===== config.mk =====
export PLATFORM = sky130hd
export DESIGN_NAME = uart_receiver
export DESIGN_NICKNAME = d
export VERILOG_FILES = /design/src/rtl/uart_receiver.sv
export SDC_FILE = /design/constraint.sdc
export NUM_CORES = 1
export LEC_CHECK = 0
export CAP_MARGIN = 5
export CORE_AREA = 4 4 55 57
export DETAILED_ROUTE_END_ITERATION = 8
export DIE_AREA = 0 0 59 61
export DONT_BUFFER_PORTS = 1
export GPL_TIMING_DRIVEN = 0
export HOLD_SLACK_MARGIN = 0.03
export PLACE_DENSITY = 0.79
export SLEW_MARGIN = 10
export SYNTH_ARGS = -nofsm -noshare
export SYNTH_HDL_FRONTEND = slang
export SYNTH_SLANG_ARGS = --single-unit
export TNS_END_PERCENT = 100

===== constraint.sdc =====
create_clock -name clk -period 2.8 [get_ports clk]
set_input_delay 0.84 -clock clk [delete_from_list [all_inputs] [get_ports clk]]
set_output_delay 0.84 -clock clk [all_outputs]
set_load 0.01 [all_outputs]

===== src/rtl/uart_receiver.sv =====
// Oversampled 8-bit UART receiver with optional parity and stop-bit checking.
// Bits are sampled mid-bit by counting sample_tick pulses from the detected start edge.
module uart_receiver #(
  parameter int OVERSAMPLE = 16,
  parameter int PARITY_EN  = 1,
  parameter int PARITY_ODD = 0
) (
  input  logic       clk,
  input  logic       rst_n,
  input  logic       sample_tick,
  input  logic       rx_serial,
  output logic [7:0] data_out,
  output logic       data_valid,
  output logic       parity_error,
  output logic       framing_error,
  output logic       busy
);

  localparam int TW = (OVERSAMPLE > 2) ? $clog2(OVERSAMPLE) : 1;
  localparam logic [TW-1:0] HALF_M1 = TW'(OVERSAMPLE / 2 - 1);
  localparam logic [TW-1:0] FULL_M1 = TW'(OVERSAMPLE - 1);
  localparam logic PAR_EN  = (PARITY_EN != 0);
  localparam logic PAR_ODD = (PARITY_ODD != 0);

  typedef enum logic [2:0] {IDLE, START, DATA, PARITY, STOP} state_t;

  state_t          state, state_nx;
  logic            rx_meta, rx_s;
  logic [TW-1:0]   tick_cnt, tick_nx;
  logic [2:0]      bit_cnt, bit_nx;
  logic [7:0]      shift, shift_nx;
  logic            perr_q, perr_nx;
  logic            done;

  function automatic logic parity_mismatch(input logic [7:0] d, input logic pbit);
    return ((^d) ^ pbit) != PAR_ODD;
  endfunction

  always_ff @(posedge clk or negedge rst_n) begin
    if (!rst_n) begin
      rx_meta <= 1'b1;
      rx_s    <= 1'b1;
    end else begin
      rx_meta <= rx_serial;
      rx_s    <= rx_meta;
    end
  end

  always_ff @(posedge clk or negedge rst_n) begin
    if (!rst_n) begin
      state    <= IDLE;
      tick_cnt <= '0;
      bit_cnt  <= '0;
      shift    <= '0;
      perr_q   <= 1'b0;
    end else begin
      state    <= state_nx;
      tick_cnt <= tick_nx;
      bit_cnt  <= bit_nx;
      shift    <= shift_nx;
      perr_q   <= perr_nx;
    end
  end

  always_comb begin
    state_nx = state;
    tick_nx  = tick_cnt;
    bit_nx   = bit_cnt;
    shift_nx = shift;
    perr_nx  = perr_q;
    done     = 1'b0;
    case (state)
      IDLE: begin
        if (!rx_s) begin
          state_nx = START;
          tick_nx  = '0;
        end
      end
      START: begin
        if (sample_tick) begin
          if (tick_cnt == HALF_M1) begin
            tick_nx = '0;
            bit_nx  = '0;
            // A high line at mid start bit means the falling edge was a glitch.
            state_nx = rx_s ? IDLE : DATA;
          end else begin
            tick_nx = tick_cnt + 1'b1;
          end
        end
      end
      DATA: begin
        if (sample_tick) begin
          if (tick_cnt == FULL_M1) begin
            tick_nx  = '0;
            shift_nx = {rx_s, shift[7:1]};
            bit_nx   = bit_cnt + 3'd1;
            if (bit_cnt == 3'd7)
              state_nx = PAR_EN ? PARITY : STOP;
          end else begin
            tick_nx = tick_cnt + 1'b1;
          end
        end
      end
      PARITY: begin
        if (sample_tick) begin
          if (tick_cnt == FULL_M1) begin
            tick_nx  = '0;
            perr_nx  = parity_mismatch(shift, rx_s);
            state_nx = STOP;
          end else begin
            tick_nx = tick_cnt + 1'b1;
          end
        end
      end
      STOP: begin
        if (sample_tick) begin
          if (tick_cnt == FULL_M1) begin
            tick_nx  = '0;
            done     = 1'b1;
            state_nx = IDLE;
          end else begin
            tick_nx = tick_cnt + 1'b1;
          end
        end
      end
      default: state_nx = IDLE;
    endcase
  end

  // Result registers are written on the stop-sample clock so they appear one clock later.
  always_ff @(posedge clk or negedge rst_n) begin
    if (!rst_n) begin
      data_out      <= 8'h00;
      data_valid    <= 1'b0;
      parity_error  <= 1'b0;
      framing_error <= 1'b0;
    end else begin
      data_valid <= done;
      if (done) begin
        data_out      <= shift;
        parity_error  <= PAR_EN & perr_q;
        framing_error <= ~rx_s;
      end
    end
  end

  assign busy = (state != IDLE);

endmodule


==> impl_metrics.env <==
export IMPL_setup_viol=0
export IMPL_power_density_nw_per_um2=692
export IMPL_nets=167
export IMPL_cts_root_buf="clkbuf_4"
export IMPL_synthFlopType="dfrtp_1"
export IMPL_final_cells=191
export IMPL_worst_slack_ps=395
export IMPL_die_w_um=59
export IMPL_num_vias=1128
export IMPL_criticalPathCategory="reg -> out"
export IMPL_tightest_slew_ps=436
export IMPL_critPathMaxFanout=10
export IMPL_num_rows=18
export IMPL_grt_pass1_wl_um=5280
export IMPL_max_cap_violations=0
export IMPL_crit_arrival_ps=1570
export IMPL_syn_avg_cell_area_um2=10.4
export IMPL_worstSkewPairLatency_ps=330
export IMPL_diodes=0
export IMPL_dpl_cell_count=183
export IMPL_comb_power_share_pct=25.8
export IMPL_internal_power_uw=804
export IMPL_yosys_top_cells_count="31 x nand2_1, 30 x dfrtp_1, 7 x mux2_1"
export IMPL_multi_input_area_um2=727
export IMPL_cts_clk_slew_worst_paths_ps=100
export IMPL_fmax_mhz=416
export IMPL_numPortBuffers=0
export IMPL_p_sw_share_pct=31.6
export IMPL_cp_end_kind="primary output"
export IMPL_yosysUniqueCellTypes=50
export IMPL_io_pins=16
export IMPL_grt_max_degree=33
export IMPL_postSynthCellCount=153
export IMPL_grt_use_total_pct=20.4
export IMPL_relSlewSlack_pct=70.9
export IMPL_p_leak_uw=0.000853
export IMPL_postCtsSetupRepairBufs=0
export IMPL_async_flop_share_pct=100
export IMPL_cts_repair_resized=0
export IMPL_syn_area_um2=1600
export IMPL_wire_per_inst_um=15.9
export IMPL_dr_pass1_iters=4
export IMPL_core_um2=2480
export IMPL_detail_route_vias_per_cell=5.91
export IMPL_cts_buffer_depth=2
export IMPL_finalMaxSlewViolations=0
export IMPL_fin_worst_skew_ps=5.14
export IMPL_irDropWorstVdd_v=0.000499
export IMPL_hold_violations=0
export IMPL_grt_overflow=0
export IMPL_numCtsBuffers=5
export IMPL_cts_sinks=32
export IMPL_dp_slack_ps=697
export IMPL_dp_hpwl_um=2140
export IMPL_synth_seq_cells=32
export IMPL_synth_warnings=0
export IMPL_yosysMostFrequentCell="nand2_1"
export IMPL_regArea_um2=803
export IMPL_antenna_found_initial=0
export IMPL_worstPathRequired_ps=1960
export IMPL_gp_congestion=0.902
export IMPL_drive_gt1_share_pct=14.3
export IMPL_finalCritPeriodShare_pct=85.9
export IMPL_synth_top_area_share_pct=47.0
export IMPL_place_area_um2=1640
export IMPL_final_area_um2=1700
export IMPL_min_path_type="in -> async"
export IMPL_power_frac_clock_pct=24.0
export IMPL_area_growth_pct=6.26
export IMPL_drc=0
export IMPL_grt_pass1_vias=1121
export IMPL_holdBufCountCts=0
export IMPL_tns_ps=0
export IMPL_yosys_area_top_type="dfrtp_1"
export IMPL_antenna_left=0
export IMPL_synth_edf_count=0
export IMPL_finalPower_uw=1180
export IMPL_rsz0062_at_grt="false"
export IMPL_drt_iter0_markers=36
export IMPL_die_area_um2=3600
export IMPL_ys_seq_area_share_pct=50.3
export IMPL_start_util_pct=64.5
export IMPL_setup_worst_path_start_class="register"
export IMPL_pwr_share_seq_pct=50.1
export IMPL_htreeDepth=2
export IMPL_power_switching_uw=371
export IMPL_synth_fp_nets=160
export IMPL_fillers=196
export IMPL_drt_wl_total_um=3040
export IMPL_tritoncts="built"
export IMPL_synth_area_top_cells="dfrtp_1 47%, nand2_1 7.3%, mux2_1 4.9%"
export IMPL_fin_crit_ps=2410
export IMPL_status="finished clean"
export IMPL_die_h_um=61
cell usage in the layout, fill, tap and decap left out, types with 2 or more instances in the layout:
master    Yosys  final
nand2_1      31     31
dfrtp_1      30     30
mux2_1        7      7
buf_2         6      6
nor2_1        6      6
inv_1         5      5
o21ai_0       5      5
xnor2_1       5      5
clkbuf_4      0      5
clkbuf_1      2      3
nand3_1       3      3
a22o_1        3      3
mux2_2        3      3
ha_1          3      3
and3_1        2      2
a211oi_1      2      2
a211o_1       2      2
nand2b_1      2      2
a21boi_0      2      2
o21ai_1       2      2
dfstp_2       2      2
layout make-up:
type	count	share of cell area (%)
Buffer	9	2.87
Clock buffer	7	3.24
Clock inverter	1	0.442
Inverter	5	1.11
Multi-Input combinational cell	107	42.8
Sequential cell	32	47.3
Tap cell	30	2.21
flip-flops by register name, indices dropped and copies added, names as in the netlist:
| signal | cells |
|---|---|
| tick_cnt | 4 |
| parity_error | 1 |
| rx_meta | 1 |
| data_valid | 1 |
| shift | 8 |
| state | 3 |
| bit_cnt | 3 |
| framing_error | 1 |
| rx_s | 1 |
| data_out | 8 |
| perr_q | 1 |
worst max-delay path, cell delays in order, from the launching register on:
cell	delay (ps)
dfrtp_1	370
buf_2	160
clkbuf_1	240
or3_1	470
kinds of logic (layout without fill, tap and decap cells):
kind of cell               after synthesis  after routing  share of synthesized area (%)
buffers and inverters                   14             22                           4.23
DFF                                     32             32                           50.3
muxes                                   11             11                           7.67
AOI/OAI and AO/OA                       26             26                           12.1
xor gates and xnor gates                 7              7                           4.70
and+or+nand+nor                         60             60                           18.7
adders and majority gates                3              3                           2.35
power by group through the flow:
stage | sequential, uW | combinational, uW | clock (uW)
finish | 589 | 304 | 283
CTS | 588 | 305 | 287
floorplan | 580 | 255 | 0
global placement | 592 | 294 | 0
global route | 604 | 356 | 307
detailed placement | 598 | 302 | 0
stage by stage:
stage | hold WS, ps | util (%)
6_report | 187 | 68.5
5_1_grt | 164 | 68.5
4_1_cts | 174 | 68.5
3_5_place_dp | 350 | 66.0
3_3_place_gp | 347 | 66.0
2_1_floorplan | 345 | -
worst paths after layout:
| kind | slack [ps] | from | end | depth (start not counted) |
|---|---|---|---|---|
| max reg2reg | 840 | tick_cnt[0]$_DFFE_PN0P_ | data_out[2]$_DFFE_PN0P_ | 6 |
| min reg2reg | 360 | rx_meta$_DFF_PN1_ | rx_s$_DFF_PN1_ | 0 |
| max in group asynchronous | 2430 | rst_n | rx_s$_DFF_PN1_ | 0 |
| min in group clk | 360 | rx_meta$_DFF_PN1_ | rx_s$_DFF_PN1_ | 0 |
| min | 190 | rst_n | data_out[4]$_DFFE_PN0P_ | 0 |
| max | 390 | state[2]$_DFFE_PN0P_ | busy | 3 |
layer usage:
layer | track usage (%) | vias up | wire length, um
met2 | 29.8 | 34 | 1410
met5 | 0 | - | 0
met3 | 6.17 | 6 | 237
met4 | 10.0 | 0 | 44
li1 | - | 551 | -
met1 | 27.7 | 537 | 1360
(Power assumes the default switching activity.)
